===== src/rtl/axi_defs.sv =====
// Shared AXI constants and refill FSM encoding for the instruction-cache refill path.
package axi_defs;
    localparam logic [1:0] BURST_INCR = 2'b01;
    localparam logic [2:0] SIZE_4B    = 3'b010;
    localparam logic [1:0] RESP_OKAY  = 2'b00;
    localparam int         LINE_BEATS = 4;
    localparam int         WORD_W     = 32;
    localparam int         BEAT_W     = 2;
    localparam int         LINE_W     = LINE_BEATS * WORD_W;
    localparam logic [BEAT_W-1:0] LAST_BEAT = BEAT_W'(LINE_BEATS - 1);

    typedef enum logic [1:0] {
        IDLE = 2'd0,
        AR   = 2'd1,
        R    = 2'd2,
        DONE = 2'd3
    } refill_state_e;
endpackage


===== src/rtl/line_assembler.sv =====
// Collects R-channel beats into a cache line; the beat counter selects the word slot.
module line_assembler
    import axi_defs::*;
(
    input  logic              clk,
    input  logic              rst,
    input  logic              clear_i,
    input  logic              beat_we_i,
    input  logic [WORD_W-1:0] rdata_i,
    output logic [BEAT_W-1:0] beat_o,
    output logic [LINE_W-1:0] line_o
);
    logic [BEAT_W-1:0] beat_q;

    always_ff @(posedge clk or negedge rst) begin
        if (!rst) begin
            beat_q <= '0;
        end else if (clear_i) begin
            beat_q <= '0;
        end else if (beat_we_i) begin
            beat_q <= beat_q + 1'b1;
        end
    end

    assign beat_o = beat_q;

    generate
        for (genvar gi = 0; gi < LINE_BEATS; gi++) begin : g_word
            logic [WORD_W-1:0] word_q;

            always_ff @(posedge clk or negedge rst) begin
                if (!rst) begin
                    word_q <= '0;
                end else if (clear_i) begin
                    word_q <= '0;
                end else if (beat_we_i && (beat_q == BEAT_W'(gi))) begin
                    word_q <= rdata_i;
                end
            end

            assign line_o[gi*WORD_W +: WORD_W] = word_q;
        end
    endgenerate
endmodule


===== src/rtl/icache_axi_refill.sv =====
// Turns one cache line-refill request into a 4x32 INCR AXI read burst and returns the line.
module icache_axi_refill
    import axi_defs::*;
#(
    parameter int ID_WIDTH = 4,
    parameter int AXI_ID   = 0
) (
    input  logic                clk,
    input  logic                rst,
    input  logic                rd_req,
    input  logic [31:0]         rd_addr,
    output logic                ret_valid,
    output logic [LINE_W-1:0]   ret_data,
    output logic                refill_err,
    output logic [ID_WIDTH-1:0] arid,
    output logic [31:0]         araddr,
    output logic [7:0]          arlen,
    output logic [2:0]          arsize,
    output logic [1:0]          arburst,
    output logic [1:0]          arlock,
    output logic [3:0]          arcache,
    output logic [2:0]          arprot,
    output logic                arvalid,
    input  logic                arready,
    input  logic [ID_WIDTH-1:0] rid,
    input  logic [31:0]         rdata,
    input  logic [1:0]          rresp,
    input  logic                rlast,
    input  logic                rvalid,
    output logic                rready
);
    refill_state_e     state_q;
    logic [31:0]       araddr_q;
    logic              arvalid_q;
    logic              rready_q;
    logic              ret_valid_q;
    logic              err_q;
    logic              clear;
    logic              beat_we;
    logic              burst_end;
    logic [BEAT_W-1:0] beat;

    assign clear     = (state_q == IDLE) && rd_req;
    assign beat_we   = (state_q == R) && rvalid && rready_q;
    assign burst_end = beat_we && (rlast || (beat == LAST_BEAT));

    line_assembler u_line (
        .clk       (clk),
        .rst       (rst),
        .clear_i   (clear),
        .beat_we_i (beat_we),
        .rdata_i   (rdata),
        .beat_o    (beat),
        .line_o    (ret_data)
    );

    always_ff @(posedge clk or negedge rst) begin
        if (!rst) begin
            state_q     <= IDLE;
            araddr_q    <= '0;
            arvalid_q   <= 1'b0;
            rready_q    <= 1'b0;
            ret_valid_q <= 1'b0;
            err_q       <= 1'b0;
        end else begin
            ret_valid_q <= 1'b0;
            if (beat_we && (rresp != RESP_OKAY)) begin
                err_q <= 1'b1;
            end
            case (state_q)
                IDLE: begin
                    if (rd_req) begin
                        araddr_q  <= {rd_addr[31:4], 4'h0};
                        arvalid_q <= 1'b1;
                        state_q   <= AR;
                    end
                end
                AR: begin
                    if (arready) begin
                        arvalid_q <= 1'b0;
                        rready_q  <= 1'b1;
                        state_q   <= R;
                    end
                end
                R: begin
                    // An early rlast or a missing rlast on the 4th beat both end the burst as an error.
                    if (burst_end) begin
                        if (rlast != (beat == LAST_BEAT)) begin
                            err_q <= 1'b1;
                        end
                        rready_q    <= 1'b0;
                        ret_valid_q <= 1'b1;
                        state_q     <= DONE;
                    end
                end
                DONE: begin
                    state_q <= IDLE;
                end
                default: begin
                    state_q <= IDLE;
                end
            endcase
        end
    end

    assign ret_valid  = ret_valid_q;
    assign refill_err = err_q;
    assign arid       = ID_WIDTH'(AXI_ID);
    assign araddr     = araddr_q;
    assign arlen      = 8'd3;
    assign arsize     = SIZE_4B;
    assign arburst    = BURST_INCR;
    assign arlock     = 2'b00;
    assign arcache    = 4'b0000;
    assign arprot     = 3'b000;
    assign arvalid    = arvalid_q;
    assign rready     = rready_q;

    logic unused_ok;
    assign unused_ok = ^{rid, rd_addr[3:0]};
endmodule


===== config.mk =====
export PLATFORM = sky130hd
export DESIGN_NAME = icache_axi_refill
export DESIGN_NICKNAME = d
export VERILOG_FILES = /design/src/rtl/axi_defs.sv /design/src/rtl/line_assembler.sv /design/src/rtl/icache_axi_refill.sv
export SDC_FILE = /design/constraint.sdc
export NUM_CORES = 1
export LEC_CHECK = 0
export CAP_MARGIN = 20
export CORE_MARGIN = 2
export CORE_UTILIZATION = 40
export DETAILED_ROUTE_END_ITERATION = 6
export PLACE_DENSITY = 0.74
export SLEW_MARGIN = 20
export SYNTH_ARGS = -nofsm -noshare
export SYNTH_HDL_FRONTEND = slang
export SYNTH_SLANG_ARGS = --single-unit

===== constraint.sdc =====
create_clock -name clk -period 1.9 [get_ports clk]
set_input_delay 0.475 -clock clk [delete_from_list [all_inputs] [get_ports clk]]
set_output_delay 0.475 -clock clk [all_outputs]
set_load 0.03 [all_outputs]

Word level (Yosys, flattened, before mapping)
Index checks and enable logic that the tools add are counted.
{ "word_totals": {"ff_bits": 164, "latchBits": 0, "ramBits": 0, "rom_bits": 0, "in_bits": 76, "output_inout_bits": 190, "wordCells": 72, "mem_count": 0} }
{ "op_classes": {"n_addsub": 1, "mul": 0, "div": 0, "n_lt_le_gt_ge": 0, "n_eq_ne": 10, "shifts": 0, "mux": 26, "bitwise": 0, "n_reduce_logical": 24} }
{ "op_table": {"columns": ["cell", "n"], "rows": [
  ["2-to-1 mux 32 bit", 8],
  ["nonzero test 2 bit", 8],
  ["2-to-1 mux 1 bit", 10],
  ["2-to-1 mux 2 bit", 5],
  ["logical AND 1 bit", 9],
  ["AND reduction 3 bit", 3],
  ["equality test 2 bit, second input constant", 4],
  ["one-hot mux 2 bit (4 select lines)", 1],
  ["inequality test 2 bit, second input constant", 3],
  ["equality test 2 x 1 -> 1 bit, second input constant", 2],
  ["zero test 2 bit", 2],
  ["one-hot mux 1 bit (2 select lines)", 2],
  ["adder 2 x 1 -> 2 bit, second input constant", 1],
  ["AND reduction 2 bit", 1],
  ["logical OR 1 bit", 1],
  ["inequality test 1 bit", 1]
]} }

Depth between registers and ports, before layout
{ "logic_depth": {"word_depth": 8, "depth_mapped": 8, "depth_no_buf": 6} }

Modules after synthesis
A second synthesis with hierarchy kept.
{ "hier_totals": {"cells_unflattened": 592, "hier_area_um2": 7505.9} }
{ "by_module_without_submodules": {"columns": ["mod", "instances", "cells_each", "area_each_um2", "seq_area_each_um2"], "rows": [
  ["line_assembler", 1, 465, 5840.6, 3253.1],
  ["icache_axi_refill", 1, 127, 1665.3, 850.8]
]} }

Least setup slack after synthesis
Ideal clock, no wire load.
{ "synth_timing": {"path_kind": "register to register", "start": "register u_line.beat_q[1] (netlist: u_line.beat_o[1])", "end": "register state_q[1]", "setup_time_ns": 0.125, "arrival_ns": 1.527, "t_required_ns": 1.775, "setup_slack_ns": 0.249, "path_stages_with_launch": 7, "path_buffers": 0, "synth_period_minus_slack_ns": 1.651, "cell_sequence": "dfrtp_1 > ha_1 > inv_1 > ha_1 > nand3b_1 > a221oi_2 > mux2_2"} }
{ "synth_between": {"elab_chain_cells": 5} }
{ "synth_lines": {"columns": ["element", "line_no", "text"], "rows": [
  ["start: declaration", "line_assembler.sv:13", "logic [BEAT_W-1:0] beat_q;"],
  ["start signal: assignment", "line_assembler.sv:21", "beat_q <= beat_q + 1'b1;"],
  ["equality test 2 bit", "icache_axi_refill.sv:45", "assign burst_end = beat_we && (rlast || (beat == LAST_BEAT));"],
  ["logical OR 1 bit", "icache_axi_refill.sv:45", null],
  ["logical AND 1 bit", "icache_axi_refill.sv:45", null],
  ["inequality test 2 bit (no line)", null, null],
  ["AND reduction 3 bit (no line)", null, null],
  ["end signal: assignment", "icache_axi_refill.sv:59", "state_q <= IDLE;"],
  ["end signal: assignment", "icache_axi_refill.sv:75", "state_q <= AR;"],
  ["end signal: assignment", "icache_axi_refill.sv:82", "state_q <= R;"],
  ["end: declaration", "icache_axi_refill.sv:32", "refill_state_e state_q;"]
]} }
No other way between the ends.
A chain may end at the register's enable or synchronous reset.

Worst setup path after layout
Same ends and word-level chain as after synthesis.

==> flow_summary.html <==
<table>
<tr><th>Metric</th><th>Value</th></tr>
<tr><th colspan="2">Power</th></tr>
<tr><td>Switching part of the total</td><td>roughly two fifths</td></tr>
<tr><td>Part of the total power dissipated in combinational logic</td><td>a little over two fifths</td></tr>
<tr><td>Power, Total</td><td>15.5 mW</td></tr>
<tr><td>Power Density</td><td>about 1600 nW/µm²</td></tr>
<tr><td>Clock network fraction of design power</td><td>approximately 22%</td></tr>
<tr><td>Fraction of power consumed by sequential logic</td><td>around 34%</td></tr>
<tr><td>NetSw</td><td>6.43 mW</td></tr>
<tr><td>Total internal power</td><td>a little over 9 mW</td></tr>
<tr><td>Static Leak</td><td>slightly below 5 nW</td></tr>
<tr><td>Maximum VDD drop</td><td>between 0.8 and 0.9 mV</td></tr>
<tr><th colspan="2">Hold path</th></tr>
<tr><td>Worst Hold Class</td><td>reg -&gt; reg</td></tr>
<tr><td>Hold Path Origin</td><td>araddr[30]$_DFFE_PN0P_</td></tr>
<tr><th colspan="2">Yosys</th></tr>
<tr><td>Share of the synthesized area in the top cell type</td><td>58.2%</td></tr>
<tr><td>Share of flip-flops with an asynchronous set or reset</td><td>100%</td></tr>
<tr><td>Top cell type by total area after synthesis</td><td>sky130_fd_sc_hd__dfrtp_1</td></tr>
<tr><td>Leading register cell type out of synthesis</td><td>sky130_fd_sc_hd__dfrtp_1</td></tr>
<tr><td>Number of enable-type register cells in the synthesized netlist</td><td>0</td></tr>
<tr><td>Commonest cells post-synth</td><td>sky130_fd_sc_hd__nand2_1 (257), sky130_fd_sc_hd__dfrtp_1 (164), sky130_fd_sc_hd__a21oi_1 (110)</td></tr>
<tr><td>Sequential share of the synthesized area</td><td>58.2%</td></tr>
<tr><td>Cell Area, Synth</td><td>around 7000 µm²</td></tr>
<tr><td>Count of synthesis-stage warnings from yosys</td><td>0</td></tr>
<tr><td>Count leader, synth</td><td>sky130_fd_sc_hd__nand2_1</td></tr>
<tr><td>Cell count after synthesis</td><td>703</td></tr>
<tr><td>Avg Inst Size Synth</td><td>between 10 and 15 µm²</td></tr>
<tr><td>Top post-synthesis cells by area</td><td>sky130_fd_sc_hd__dfrtp_1 (58%), sky130_fd_sc_hd__nand2_1 (14%), sky130_fd_sc_hd__a21oi_1 (7.8%), sky130_fd_sc_hd__mux2_2 (4.6%), sky130_fd_sc_hd__buf_4 (4.5%)</td></tr>
<tr><td>Number of register bits inferred by synthesis</td><td>164</td></tr>
<tr><td>Number of different library cells in the post-synthesis netlist</td><td>28</td></tr>
<tr><th colspan="2">Drt</th></tr>
<tr><td>Detailed-route via count</td><td>a little under 6000</td></tr>
<tr><td>Drc violations</td><td>0</td></tr>
<tr><td>Met2 WL</td><td>slightly above 9000 µm</td></tr>
<tr><td>Via count normalized by instance count</td><td>4.95</td></tr>
<tr><td>Final Routed Wirelength</td><td>just under 20000 µm</td></tr>
<tr><td>Met3 wirelength from detailed routing</td><td>roughly 1900 µm</td></tr>
<tr><td>Met1 Routed Length</td><td>approximately 8000 µm</td></tr>
<tr><td>Antenna-violating nets left</td><td>0</td></tr>
<tr><td>Highest layer used for signal routing</td><td>met4</td></tr>
<tr><td>Post-detailed-route wirelength per cell</td><td>~17 µm</td></tr>
<tr><td>Initial DRT Pass Iterations</td><td>4</td></tr>
<tr><td>Detailed router's first-iteration violation count</td><td>293</td></tr>
<tr><th colspan="2">Clocking</th></tr>
<tr><td>Clk Tree Root Cell</td><td>sky130_fd_sc_hd__clkbuf_16</td></tr>
<tr><td>Clock input transition at the sequential cells of the worst setup and hold paths</td><td>0.07 ns</td></tr>
<tr><td>H-Tree Depth</td><td>4</td></tr>
<tr><td>TritonCTS clock tree</td><td>done</td></tr>
<tr><td>Clock Latency Late Sink</td><td>around 0.42 ns</td></tr>
<tr><td>Total CTS buffers</td><td>17</td></tr>
<tr><td>Number of sinks driven by the clock tree</td><td>164</td></tr>
<tr><td>Number of buffers on the longest clock path</td><td>2</td></tr>
<tr><th colspan="2">Finish</th></tr>
<tr><td>Util after Layout</td><td>between 50% and 60%</td></tr>
<tr><td>Inserted Diodes</td><td>0</td></tr>
<tr><td>Area used by sequential logic in the layout</td><td>approximately 4100 µm²</td></tr>
<tr><td>Share of final-layout standard cells stronger than drive strength 1</td><td>12.0%</td></tr>
<tr><td>Combined area of the multi-input logic cells</td><td>around 2400 µm²</td></tr>
<tr><td>Number of fillers in the final layout</td><td>roughly 1500</td></tr>
<tr><td>Total number of nets in the final design</td><td>between 1000 and 1500</td></tr>
<tr><td>Non-Filler Cell Area, Final</td><td>between 9000 and 10000 µm²</td></tr>
<tr><td>Layout-stage area growth over the synthesis result</td><td>40.4%</td></tr>
<tr><th colspan="2">Floorplanning</th></tr>
<tr><td>Std-Cell Rows</td><td>48</td></tr>
<tr><td>IO Pins</td><td>around 270</td></tr>
<tr><td>Horizontal die dimension</td><td>137 µm</td></tr>
<tr><td>Initial standard-cell utilization of the core</td><td>about 41%</td></tr>
<tr><td>Die outline area</td><td>18700 µm²</td></tr>
<tr><td>Height of the die</td><td>137 µm</td></tr>
<tr><td>Core area</td><td>roughly 17000 µm²</td></tr>
<tr><th colspan="2">Worst setup path</th></tr>
<tr><td>Type of origin of the critical path</td><td>flop</td></tr>
<tr><td>Critical path launch point</td><td>u_line.beat_o[1]$_DFFE_PN0P_</td></tr>
<tr><td>Data arrival at the endpoint of the critical path</td><td>about 2.1 ns</td></tr>
<tr><td>Library cell contributing the largest single delay on the critical path</td><td>sky130_fd_sc_hd__dfrtp_1</td></tr>
<tr><td>Critical Path Fanout Max</td><td>4</td></tr>
<tr><td>Setup Crit Path Kind</td><td>reg -&gt; reg</td></tr>
<tr><td>Worst reg2reg startpoint</td><td>u_line.beat_o[1]$_DFFE_PN0P_</td></tr>
<tr><td>Critical path's top delay family</td><td>adder cells</td></tr>
<tr><td>Required time worst endpoint</td><td>2.21 ns</td></tr>
<tr><td>Buffers &amp; Inverters on Critical Path</td><td>1</td></tr>
<tr><td>Delay of the slowest critical-path stage</td><td>approximately 0.39 ns</td></tr>
<tr><td>Crit-path cells</td><td>ha_2 -&gt; inv_1 -&gt; ha_1 -&gt; nand3b_1 -&gt; a221oi_2 -&gt; mux2_2</td></tr>
<tr><td>Type of element capturing the critical path</td><td>flop</td></tr>
<tr><th colspan="2">Timing</th></tr>
<tr><td>Final critical delay including setup and external delays</td><td>between 1.5 and 2 ns</td></tr>
<tr><td>Max Clock Freq</td><td>0.561 GHz</td></tr>
<tr><td>Number of endpoints failing setup at the final stage</td><td>0</td></tr>
<tr><td>Layout Skew</td><td>0.0114 ns</td></tr>
<tr><td>Post-route fraction of the period consumed by the critical path</td><td>~94%</td></tr>
<tr><td>Final hold slack</td><td>between 0.4 and 0.5 ns</td></tr>
<tr><td>Final hold violation count</td><td>0</td></tr>
<tr><td>Pins over their slew limit</td><td>0</td></tr>
<tr><td>Setup repair after global routing missed its margin</td><td>false</td></tr>
<tr><th colspan="2">Run status</th></tr>
<tr><td>Outcome</td><td>finished, final reports clean</td></tr>
<tr><th colspan="2">Global routing</th></tr>
<tr><td>Global-route wire length before repair</td><td>a little over 30000 µm</td></tr>
<tr><td>Maximum number of pins on one net before global-route repair</td><td>74</td></tr>
<tr><td>Gr ovfl total</td><td>0</td></tr>
<tr><td>Vias in the first global route</td><td>roughly 5700</td></tr>
<tr><td>All-layer global routing usage</td><td>21.2%</td></tr>
<tr><td>Initial antenna violation count</td><td>0</td></tr>
<tr><th colspan="2">Place</th></tr>
<tr><td>Post-DP Area</td><td>between 9000 and 10000 µm²</td></tr>
<tr><td>Global placer's final weighted congestion</td><td>approximately 0.82</td></tr>
<tr><td>HPWL after DPL</td><td>13800 µm</td></tr>
<tr><td>Total of buffers placed on input and output ports</td><td>about 230</td></tr>
<tr><th colspan="2">Job</th></tr>
<tr><td>Max Cap Viol</td><td>0</td></tr>
</table>
-- timing repair --
item | 4_1_cts | 5_1_grt
buffers inserted | 0 | 1
hold buffers | 1 | 0
hold endpoints to repair | 12 | 0
setup endpoints to repair | 160 | 1
pin swaps | 0 | 1
resized for setup | 160 | 1
-- worst paths after layout --
path	slack [ns]	end	cells past startpoint
worst max-delay path	0.12	state_q[1]$_DFFE_PN0P_	6
worst min-delay path	0.50	araddr[30]$_DFFE_PN0P_	1
worst max register to register	0.12	state_q[1]$_DFFE_PN0P_	6
worst min register to register	0.50	araddr[30]$_DFFE_PN0P_	1
max in group asynchronous	0.74	araddr[15]$_DFFE_PN0P_	3
min in group asynchronous	0.55	araddr[24]$_DFFE_PN0P_	2
-- cells by family after synthesis --
group,count (synthesis),synth area share (%)
and+or+nand+nor,274,15.2
adders and majority gates,8,1.42
other,2,0.107
AOI/OAI and AO/OA,137,11.1
xor gates and xnor gates,1,0.124
muxes,30,4.77
DFF,164,58.2
buffers and inverters,87,9.03
-- cell type report --
class                           count  area share [%]
Sequential cell                   164            41.5
Timing Repair Buffer              257            24.9
Multi-Input combinational cell    480            24.4
Clock buffer                       21            4.75
Tap cell                          225            2.85
Clock inverter                     11            1.28
Inverter                            8           0.303
-- registers in the layout, summed over array words and instances (netlist names) --
name,cells
u_line.g_word.word_q,128
rready,1
arvalid,1
state_q,2
refill_err,1
araddr,28
ret_valid,1
u_line.beat_o,2
-- cells in the final DEF (no fill, tap or decap), drive strengths merged, types with 2 or more instances in the layout --
cell type and n:
a21oi 129, and4 4, buf 30, bufinv 2, clkbuf 21, clkdlybuf4s50 66
clkinv 7, conb 30, dfrtp 164, dlygate4sd2 160, ha 8, inv 9
mux2 29, nand2 257, nand2b 2, nand4 4, nor2 3, o21ai 3
-- metrics by stage --
stage | TNS [ns] | worst slack [ns] | cells
after CTS | 0 | 0.110 | 1165
final | 0 | 0.118 | 1166
after floorplan | 0 | 0.249 | 731
after detailed placement | -5.00 | -0.239 | 1132
after global routing | 0 | 0.00299 | 1166
after global placement | -2.42 | -0.200 | 1132
-- layer usage --
metal  up-vias  track usage (%)
li1       2671                -
met1      2835             27.3
met2       239             33.4
met3        25             7.00
met4         0             7.87
met5         -                0
-- power groups by stage --
stage | Sequential, mW | Combinational [mW] | Clock (mW)
2_1_floorplan | 7.54 | 2.26 | 0
3_3_place_gp | 5.29 | 7.50 | 0
3_5_place_dp | 5.35 | 7.59 | 0
4_1_cts | 5.25 | 6.82 | 3.53
5_1_grt | 5.39 | 7.25 | 3.68
6_report | 5.23 | 6.79 | 3.47
Power figures use the tool's default switching activity.
